## src/rtl/cpu_types_pkg.sv

```systemverilog
// rtl/cpu_types_pkg.sv - shared pipeline types
package cpu_types_pkg;

    typedef logic [4:0] regbits_t;

    typedef enum logic [1:0] {
        RUN    = 2'd0,
        DWAIT  = 2'd1,
        DRAIN  = 2'd2,
        HALTED = 2'd3
    } hcu_state_t;

endpackage

```

## src/rtl/hazard_detect.sv

```systemverilog
// rtl/hazard_detect.sv - load-use dependency comparator between EX load and ID sources
module hazard_detect
    import cpu_types_pkg::*;
(
    input  regbits_t ifid_rs,
    input  regbits_t ifid_rt,
    input  regbits_t idex_rt,
    input  logic     idex_dREN,
    output logic     lduse
);

    // $zero never carries a real dependency, so a load into it cannot stall
    assign lduse = idex_dREN && (idex_rt != '0) &&
                   ((idex_rt == ifid_rs) || (idex_rt == ifid_rt));

endmodule

```

## src/rtl/hazard_control_unit.sv

```systemverilog
// rtl/hazard_control_unit.sv - pipeline stall/flush sequencer with halt drain and perf counters
module hazard_control_unit
    import cpu_types_pkg::*;
#(
    parameter int CNT_W = 32
) (
    input  logic             CLK,
    input  logic             nRST,
    input  logic             ihit,
    input  logic             dhit,
    input  regbits_t         ifid_rs,
    input  regbits_t         ifid_rt,
    input  regbits_t         idex_rt,
    input  logic             idex_dREN,
    input  logic             exmem_dREN,
    input  logic             exmem_dWEN,
    input  logic             redirect,
    input  logic             exmem_halt,
    output logic             pc_en,
    output logic             ifid_en,
    output logic             idex_en,
    output logic             exmem_en,
    output logic             memwb_en,
    output logic             ifid_flush,
    output logic             idex_flush,
    output logic             halted,
    output logic [CNT_W-1:0] stall_count,
    output logic [CNT_W-1:0] flush_count
);

    hcu_state_t       state, next_state;
    logic             ihit_pend;
    logic [CNT_W-1:0] stall_cnt, flush_cnt;

    logic lduse, mem_busy, fetch_ok;
    logic c_pc, c_ifid, c_idex, c_exmem, c_memwb, c_fifid, c_fidex;
    logic take_redirect, pend_hold, stall_inc;

    hazard_detect u_hazard_detect (
        .ifid_rs   (ifid_rs),
        .ifid_rt   (ifid_rt),
        .idex_rt   (idex_rt),
        .idex_dREN (idex_dREN),
        .lduse     (lduse)
    );

    assign mem_busy = (exmem_dREN || exmem_dWEN) && !dhit;
    assign fetch_ok = ihit || ihit_pend;

    always_comb begin
        c_pc          = 1'b0;
        c_ifid        = 1'b0;
        c_idex        = 1'b0;
        c_exmem       = 1'b0;
        c_memwb       = 1'b0;
        c_fifid       = 1'b0;
        c_fidex       = 1'b0;
        take_redirect = 1'b0;
        pend_hold     = 1'b0;
        stall_inc     = 1'b0;
        next_state    = state;
        case (state)
            RUN, DWAIT: begin
                next_state = RUN;
                if (exmem_halt && !mem_busy) begin
                    c_fidex    = 1'b1;
                    c_memwb    = 1'b1;
                    next_state = DRAIN;
                end else if (mem_busy) begin
                    pend_hold  = 1'b1;
                    next_state = DWAIT;
                end else if (redirect) begin
                    {c_pc, c_ifid, c_idex, c_exmem, c_memwb} = '1;
                    c_fifid       = 1'b1;
                    c_fidex       = 1'b1;
                    take_redirect = 1'b1;
                end else if (lduse || !fetch_ok) begin
                    c_fidex   = 1'b1;
                    c_exmem   = 1'b1;
                    c_memwb   = 1'b1;
                    pend_hold = lduse;
                end else begin
                    {c_pc, c_ifid, c_idex, c_exmem, c_memwb} = '1;
                end
                stall_inc = !c_pc;
            end
            DRAIN:   next_state = HALTED;
            default: next_state = HALTED;
        endcase
    end

    always_ff @(posedge CLK) begin
        if (!nRST) begin
            state     <= RUN;
            ihit_pend <= 1'b0;
            stall_cnt <= '0;
            flush_cnt <= '0;
        end else begin
            state <= next_state;
            // a word fetched while the front end is frozen is remembered until the PC advances
            if (c_pc || take_redirect) begin
                ihit_pend <= 1'b0;
            end else if (ihit && pend_hold) begin
                ihit_pend <= 1'b1;
            end
            if (stall_inc && (stall_cnt != '1)) begin
                stall_cnt <= stall_cnt + CNT_W'(1);
            end
            if (take_redirect && (flush_cnt != '1)) begin
                flush_cnt <= flush_cnt + CNT_W'(1);
            end
        end
    end

    // everything reads as zero while reset is held, independent of the registered state
    assign pc_en       = nRST && c_pc;
    assign ifid_en     = nRST && c_ifid;
    assign idex_en     = nRST && c_idex;
    assign exmem_en    = nRST && c_exmem;
    assign memwb_en    = nRST && c_memwb;
    assign ifid_flush  = nRST && c_fifid;
    assign idex_flush  = nRST && c_fidex;
    assign halted      = nRST && (state == HALTED);
    assign stall_count = nRST ? stall_cnt : '0;
    assign flush_count = nRST ? flush_cnt : '0;

endmodule
```

## config.mk

```make
export PLATFORM = sky130hd
export DESIGN_NAME = hazard_control_unit
export DESIGN_NICKNAME = d
export VERILOG_FILES = /design/src/rtl/cpu_types_pkg.sv /design/src/rtl/hazard_detect.sv /design/src/rtl/hazard_control_unit.sv
export SDC_FILE = /design/constraint.sdc
export NUM_CORES = 1
export LEC_CHECK = 0
export CAP_MARGIN = 0
export CORE_MARGIN = 1.5
export CORE_UTILIZATION = 25
export DETAILED_ROUTE_END_ITERATION = 8
export PLACE_DENSITY = 0.55
export SYNTH_ARGS = -nofsm -noshare
export SYNTH_HDL_FRONTEND = slang
export SYNTH_HIERARCHICAL = 1
export SYNTH_SLANG_ARGS = --single-unit
```

## constraint.sdc

```tcl
create_clock -name CLK -period 5.3 [get_ports CLK]
set_clock_uncertainty 0.2 [all_clocks]
set_input_delay 1.06 -clock CLK [delete_from_list [all_inputs] [get_ports CLK]]
set_output_delay 1.06 -clock CLK [all_outputs]
set_load 0.005 [all_outputs]
```

* After elaboration in Yosys (flattened, before gate mapping)
Cells that the tools add are included.
** Storage, ports and cells
- Register bits :: 67
- Input bits :: 24
- Output and inout port bits :: 72
- Word-level logic and storage cells :: 72
** Operators by class
- Add/sub/neg operators :: 2
- Eq/ne operators :: 6
- Multiplexer cells :: 32
- Bitwise logic cells :: 1
- Reductions and logical operators :: 27
** Operators by type and width (count)
- 32-bit by 1-bit adder with 32-bit output (second input constant) :: 2
- 32-bit two-way mux :: 2
- 32-bit inequality test (second input constant) :: 2
- 1-bit two-way mux :: 28
- 1-bit logical AND :: 14
- 5-bit equality test :: 2
- 1-bit logical OR :: 5
- 5-bit nonzero test :: 1
- 1-bit zero test :: 4
- 2-bit two-way mux :: 2
- 2-bit OR reduction :: 2
- 2-bit by 1-bit equality test with 1-bit output (second input constant) :: 1
- 2-bit equality test (second input constant) :: 1
- 2-bit zero test :: 1
- 1-bit inverter :: 1

* Logic depth before layout (Yosys ltp)
Gate-level depths: netlist (run 1).
- Depth after elaboration :: 12
- Gate-level depth with buffers :: 11
- Depth with buffers taken out :: 10

* Cells and area by module
Netlist (run 1), hierarchy kept.
** Modules (own cells, without submodules)
- hazard_control_unit :: instances 1, cells each 473, area an instance 3673.5 um^2, sequential area each 1341.3 um^2
- hazard_detect :: instances 1, cells each 17, area an instance 125.1 um^2, sequential area each 0.0 um^2

* Worst setup path after synthesis (run 1)
No wires, ideal clock.
- Path kind :: in2out
- Start point :: input port idex_rt[1]
- End point :: output port ifid_en
- Data arrival time :: 2399 ps
- Required time :: 4040 ps
- Path slack :: 1641 ps
- Stages :: 7
- Buffers on the path :: 1
- Path through :: or4_1 > o21ai_1 > a21oi_1 > o21ba_2 > o21ai_0 > nor2_1 > buf_4
** Between the ends
- Word-level cells in the longest chain between the ends :: 10
- Elaborated cells on any way between the ends :: 13
- Classes of those cells :: eq/ne: 2; mux: 5; reduce/logical: 6
** Ends and longest elaborated chain
- start, declared :: line hazard_control_unit.sv:13 : input regbits_t idex_rt,
- 5-bit equality test / 5-bit nonzero test (equally long branches) :: line hazard_detect.sv:14, hazard_detect.sv:13
- 1-bit logical OR / 1-bit logical AND (equally long branches) :: line hazard_detect.sv:14, hazard_detect.sv:13
- 1-bit logical AND (*) :: line hazard_detect.sv:13 : assign lduse = idex_dREN && (idex_rt != '0) &&
- via lduse :: line hazard_control_unit.sv:35 : logic lduse, mem_busy, fetch_ok;
- 1-bit logical OR (*) :: line hazard_control_unit.sv:77 : end else if (lduse || !fetch_ok) begin
- 1-bit two-way mux (*) (5 in series)
- 1-bit logical AND (*)
- end, declared :: line hazard_control_unit.sv:20 : output logic ifid_en,
The timed path passes the listed nets; every way through them passes the cells marked *.

* Final worst setup path (run 1)
- Start point :: input port idex_rt[1]
- End point :: output port ifid_en
** Between the ends
- Word-level cells in the longest chain between the ends :: 10
- Elaborated cells on any way between the ends :: 13
- Classes of those cells :: eq/ne: 2; mux: 5; reduce/logical: 6
** Ends and longest elaborated chain
- 5-bit equality test / 5-bit nonzero test (equally long branches) :: line hazard_detect.sv:14, hazard_detect.sv:13
- 1-bit logical OR / 1-bit logical AND (equally long branches) :: line hazard_detect.sv:14, hazard_detect.sv:13
- 1-bit logical AND (*) :: line hazard_detect.sv:13
- via lduse :: line hazard_control_unit.sv:35
- 1-bit logical OR (*) :: line hazard_control_unit.sv:77
- 1-bit two-way mux (*) :: line hazard_control_unit.sv:77
- 1-bit two-way mux (*) :: line hazard_control_unit.sv:72 : end else if (redirect) begin
- 1-bit two-way mux (*) :: line hazard_control_unit.sv:69 : end else if (mem_busy) begin
- 1-bit two-way mux (*) :: line hazard_control_unit.sv:65 : if (exmem_halt && !mem_busy) begin
- 1-bit two-way mux (*) :: line hazard_control_unit.sv:62 : case (state)
- 1-bit logical AND (*) :: line hazard_control_unit.sv:117 : assign ifid_en = nRST && c_ifid;
Marked as above.

==> results by group, run 1 <==
Status
  – Status: finished clean

Drt
  – Drt via density: 4.802
  – Initial drt markers: 237
  – # DRC: 0
  – DRT Wirelength: 10,300 µm
  – Final ANT Viol Nets: 0
  – Vias: 3,688
  – Detailed Routing Iterations Pass 1: 4
  – DR WL/cell: 13.41 µm

Layout
  – Fraction of layout cells with a size suffix above 1: 6.507%
  – Post-layout util: 35.39%
  – Fin cells: roughly 770
  – Commonest non-fill, non-tap cells in the layout: 94 x clkdlybuf4s50_1, 82 x nor2_1, 67 x dfxtp_1
  – Nets: 606
  – Ant. Diodes: 0
  – Commonest non-fill, non-tap cell in the layout: clkdlybuf4s50_1
  – Area delta synth->final: 36.96%

Timing
  – RSZ-0062 raised after global routing: no
  – Slew Viols, Final: 0
  – Final hold vios: 0
  – Final period util: slightly below 90%
  – Post-route setup TNS: 0 ns
  – Hold WS: 0.3067 ns
  – Worst-margin pin slew: 1.143 ns
  – Slew HR: 23.49%
  – Final Critical Period: 4.623 ns
  – Highest clock rate: 216.3 MHz
  – Final setup violation count: 0

Critical path
  – WP depth: 8
  – Critical path required time: 4.04 ns
  – Crit path launch type: primary input
  – CP Cell Sequence: clkdlybuf4s50_1, or4_1, o21ai_1, a21oi_1, o21ba_2, o21ai_0, nor2_1, clkdlybuf4s50_1
  – Cells on worst reg2reg path: 6
  – CP delay by family, top: buffers and inverters
  – Most common cell on crit path: clkdlybuf4s50_1
  – CP Capture Type: output pin
  – CP Data Arrival Time: 3.36 ns
  – Slowest cell on crit path: or4_1
  – CP Class: in2out
  – Worst Path Buf+Inv: 2
  – Crit path max fanout: 4
  – Max incr delay on CP: roughly 0.54 ns

Synthesis
  – Mapped cell area: 3799 µm²
  – Synth Area in XOR/XNOR: between 10% and 20%
  – Post-Synth Adder-Cell Area: less than 1%
  – Synth Net Count: 516
  – Flops & latches, synth: 67
  – Ranking of synthesized cells by area: dfxtp_1 35%, and2_1 10%, nor2_1 8.1%
  – Syn Area/Cell: 7.752 µm²
  – Top-area cell type share of the netlist area: between 30% and 40%
  – Post-synthesis mux area share: 3.195%
  – Synth Area in Simple Gates: 38.64%
  – Largest area contributor in the netlist: dfxtp_1
  – Post-synth cell types: 45
  – Yosys warns: 6
  – Sequential element share of the synthesized area: 35.31%
  – Synth Area in Compound Gates: about 8.7%
  – Syn Inst Count: 490
  – Largest family of logic cells by synthesized area: simple AND/OR/NAND/NOR gates

Placement
  – Number of I/O port buffers: 95
  – Cells after DPL: 753
  – DP HPWL: 7478 µm
  – RePlAce Congestion: 0.8099

Global routing
  – Antenna violations before repair: 0
  – Total GRT Usage: between 10 and 15%
  – First-pass GRT wire length: 17,160 µm
  – Global route overflow: 0
  – Vias in the first global route: 3,530
  – Pin count of the biggest net entering global routing: between 40 and 50

Clocking
  – H-tree Lvls: 3
  – # resized after CTS: 0
  – CTS root buf: clkbuf_16
  – Clock sink count: 67
  – Worst-Skew Late Latency: 0.34 ns
  – CTS tree: done
  – CTS Buf Count: 9
  – Post-CTS Setup Repair Bufs: 0
  – Max clock buf depth: 2
  – Hold Buf Count CTS: 0
  – CTS clock-pin slew for the worst setup and hold paths: approximately 0.060 ns

Power
  – Peak VDD IR: 0.1255 mV
  – Pleak: 1.766 nW
  – Power density over cell area: 225.7 nW/µm²
  – PnR Total Power: 1.174 mW

Die
  – Die Area: between 15,000 and 20,000 µm²
  – Row count: 44
  – Core area: ~15,000 µm²
  – Die Wd: 126.3 µm
  – # IOs: 96
  – Die H: ~130 µm
  – Starting Density: 25.84%

Flow run
  – Max-cap violations: 0

Worst hold path
  – Hold crit path type: reg2reg
  – Hold-critical path depth: 2
-- sequential cells by signal (all words and copies together) (netlist names) --
| name | count |
|---|---|
| stall_cnt | 32 |
| ihit_pend | 1 |
| flush_cnt | 32 |
| state | 2 |
-- Yosys cell counts (all sizes together) --
cell and n:
mux2 9, or3 11, o21ai 18, mux2i 2, nand3 22, o21bai 1
or2 1, ha 2, o2111a 1, inv 10, or3b 1, o211ai 3
nand2b 3, nor3 17, xor2 30, clkbuf 16, xnor2 15, nand2 37
a2111oi 1, and4 3, nor3b 1, dfxtp 67, a31oi 1, buf 4
nand4 23, nor4bb 1, o31ai 7, a31o 1, o21ba 1, o22ai 1
o211a 1, nor4 4, a21oi 16, nor2 82, or4 5, nor4b 1
and2 63, a311oi 1, and3 7
-- per-stage QoR --
step	area (µm²)	worst slack, ns
5_1_grt	5202	0.5467
2_1_floorplan	3799	1.641
3_3_place_gp	4922	0.6937
4_1_cts	5202	0.6522
3_5_place_dp	4922	0.6520
6_report	5202	0.6770
-- worst paths after layout --
kind | to | slack, ns | startpoint
max | ifid_en | 0.68 | idex_rt[1]
min | stall_cnt[31]$_SDFFE_PN0P_ | 0.31 | stall_cnt[31]$_SDFFE_PN0P_
max reg2reg | stall_cnt[23]$_SDFFE_PN0P_ | 2.43 | stall_cnt[15]$_SDFFE_PN0P_
min reg2reg | stall_cnt[31]$_SDFFE_PN0P_ | 0.31 | stall_cnt[31]$_SDFFE_PN0P_
-- layout make-up --
type | count | area [µm²]
multi-input cells | 393 | 2337
clock buffers | 13 | 270.3
well taps | 184 | 230.2
inverters | 10 | 37.54
flip-flops and latches | 67 | 1341
fillers | 1528 | 9497
repair buffers | 99 | 975.9
clock inverters | 2 | 10.01
-- layer usage --
metal | global-route usage [%] | up-vias | routed length, µm
met5 | 0 | - | 0
met4 | 6.220 | 0 | 234
met3 | 3.101 | 16 | 447
met2 | 21.59 | 88 | 4771
met1 | 17.06 | 1722 | 4844
li1 | - | 1862 | -
-- tightest hold or removal path: cells and delay by family, from the launching register on --
family / cells / cell delay [ns]
flops: 1 / 0.33
compound gates: 2 / 0.13
-- power breakdown --
group          switching [mW]  internal [mW]  leakage (nW)
combinational          0.0459         0.0408          1.08
clock                   0.220          0.351         0.141
sequential            0.00711          0.509         0.541
total                   0.273          0.901          1.77
-- cells by family (layout without fill, tap and decap cells) --
| kind of cell | after synthesis | in the layout |
|---|---|---|
| AO/OA/AOI/OAI | 53 | 53 |
| multiplexers | 11 | 11 |
| buffers and inverters | 30 | 124 |
| adder cells (fa/ha/maj) | 2 | 2 |
| flip-flops | 67 | 67 |
| XOR/XNOR | 45 | 45 |
| AND/OR/NAND/NOR | 282 | 282 |
Note: power is estimated with default switching activity, not from simulation.
==> run 2: changes to the inputs <==
--- a/config.mk
+++ b/config.mk
@@ -5,10 +5,11 @@
 export SDC_FILE = /design/constraint.sdc
 export NUM_CORES = 1
 export LEC_CHECK = 0
+export ABC_CLOCK_PERIOD_IN_PS = 5300
 export CAP_MARGIN = 0
-export CORE_MARGIN = 1.5
 export CORE_UTILIZATION = 25
 export DETAILED_ROUTE_END_ITERATION = 8
+export GPL_ROUTABILITY_DRIVEN = 0
 export PLACE_DENSITY = 0.55
 export SYNTH_ARGS = -nofsm -noshare
 export SYNTH_HDL_FRONTEND = slang
==> results by group, run 2 (synthesized netlist as in run 1, its figures left out) <==
Status
  – Status: finished with violations
  – Failing checks: DRC

Drt
  – Final ANT Viol Nets: 0
  – DRT Wirelength: 10,210 µm
  – Initial drt markers: 212
  – Detailed Routing Iterations Pass 1: 8
  – DR WL/cell: 13.25 µm
  – Drt via density: 4.794
  – # DRC: 8
  – Vias: 3,691

Layout
  – Area delta synth->final: 36.96%
  – Post-layout util: 35.39%
  – Commonest non-fill, non-tap cells in the layout: 94 x clkdlybuf4s50_1, 82 x nor2_1, 67 x dfxtp_1
  – Fraction of layout cells with a size suffix above 1: 6.655%
  – Filler cell count: roughly 1,500
  – Commonest non-fill, non-tap cell in the layout: clkdlybuf4s50_1
  – Final instance area: 5202 µm²
  – Seq. cell area: around 1300 µm²
  – Ant. Diodes: 0
  – Nets: around 610
  – Regs by FF count: flush_cnt x32, stall_cnt x32, state x2
  – Multi-input logic area: 2337 µm²
  – Fin cells: 770

Worst hold path
  – Hold crit path type: reg2reg
  – Hold_sp: stall_cnt[31]$_SDFFE_PN0P_

Clocking
  – Clock sink count: 67
  – CTS clock-pin slew for the worst setup and hold paths: 0.06 ns
  – H-tree Lvls: 3
  – CTS tree: done
  – Hold Buf Count CTS: 0
  – # resized after CTS: 0
  – CTS Buf Count: 9
  – Max clock buf depth: 2
  – Post-CTS Setup Repair Bufs: 0
  – Worst-Skew Late Latency: 0.34 ns
  – CTS root buf: clkbuf_16

Timing
  – Highest clock rate: 208.9 MHz
  – Post-route setup TNS: 0 ns
  – Slew HR: 28.47%
  – Final Critical Period: 4.787 ns
  – Final period util: 90.31%
  – Slew Viols, Final: 0
  – Final setup violation count: 0
  – Final hold vios: 0
  – Worst-margin pin slew: 1.068 ns
  – RSZ-0062 raised after global routing: no

Placement
  – Number of I/O port buffers: 95
  – Placed instance area: 4930 µm²
  – DP HPWL: 7403 µm
  – Cells after DPL: 754

Power
  – Peak VDD IR: 0.1155 mV
  – Power density over cell area: 221.8 nW/µm²
  – PnR Total Power: between 1 and 1.5 mW
  – Sw frac: approximately a quarter
  – Psw: 0.2748 mW
  – Comb pwr share: under 10%
  – Clock share of power: between 40% and 50%
  – Seq pwr share: 44.7%
  – Pleak: 1.762 nW
  – Int Power: between 0.8 and 0.9 mW

Die
  – Die Wd: between 100 and 150 µm
  – Die Area: ~16,000 µm²
  – Starting Density: about 26%
  – Row count: 44
  – # IOs: 96
  – Core area: about 15,000 µm²
  – Die H: 125.3 µm

Critical path
  – Critical path required time: 4.04 ns
  – CP Data Arrival Time: about 3.5 ns
  – Crit path from: idex_rt[1]
  – Crit path max fanout: 4
  – CP Capture Type: output pin
  – Reg2reg start: stall_cnt[15]$_SDFFE_PN0P_
  – CP Class: in2out
  – Crit path launch type: primary input

Global routing
  – Pin count of the biggest net entering global routing: 40
  – Total GRT Usage: 13.76%
  – Antenna violations before repair: 0
  – First-pass GRT wire length: 17,350 µm
  – Vias in the first global route: 3,549
  – Global route overflow: 0

Flow run
  – Max-cap violations: 0
==> run 2: stage by stage <==
step / setup WS, ns / hold slack, ns
after floorplan: 1.641 / 0.2604
after global placement: 0.5313 / 0.2753
after detailed placement: 0.5018 / 0.2836
after CTS: 0.4915 / 0.2966
after global routing: 0.3651 / 0.3276
final: 0.5133 / 0.2948
==> run 2: power by group through the flow <==
stage	sequential (mW)	combinational (mW)	clock, mW
6_report	0.516	0.0875	0.550
5_1_grt	0.517	0.0975	0.597
4_1_cts	0.516	0.0890	0.573
3_5_place_dp	0.527	0.0885	0
3_3_place_gp	0.527	0.0867	0
2_1_floorplan	0.524	0.0459	0
==> run 2: routing by layer <==
layer,part of all wire [%],vias to the layer above,GRT usage [%]
met4,1.4,0,5.595
met3,4.8,10,3.252
met5,0,-,0
li1,-,1872,-
met1,47,1723,17.54
met2,47,86,22.31
==> run 2: path summary, 6_finish.rpt <==
path	endpoint	depth (start not counted)	slack [ns]
max	idex_en	8	0.51
min	stall_cnt[31]$_SDFFE_PN0P_	2	0.29
max reg2reg	stall_cnt[23]$_SDFFE_PN0P_	6	2.46
min reg2reg	stall_cnt[31]$_SDFFE_PN0P_	2	0.29
==> run 2: area by class of cell <==
class | instances | area share (%)
Clock buffer | 12 | 4.738
Tap cell | 184 | 4.425
Multi-Input combinational cell | 393 | 44.93
Timing Repair Buffer | 100 | 18.90
Clock inverter | 4 | 0.5051
Inverter | 10 | 0.7215
Sequential cell | 67 | 25.78
==> run 2: critical path, stage by stage <==
cell,delay [ns]
clkdlybuf4s50_1,0.47
or4_1,0.55
o21ai_1,0.15
a21oi_1,0.07
o21ba_2,0.27
o21ai_0,0.10
nor2_1,0.28
clkdlybuf4s50_1,0.58
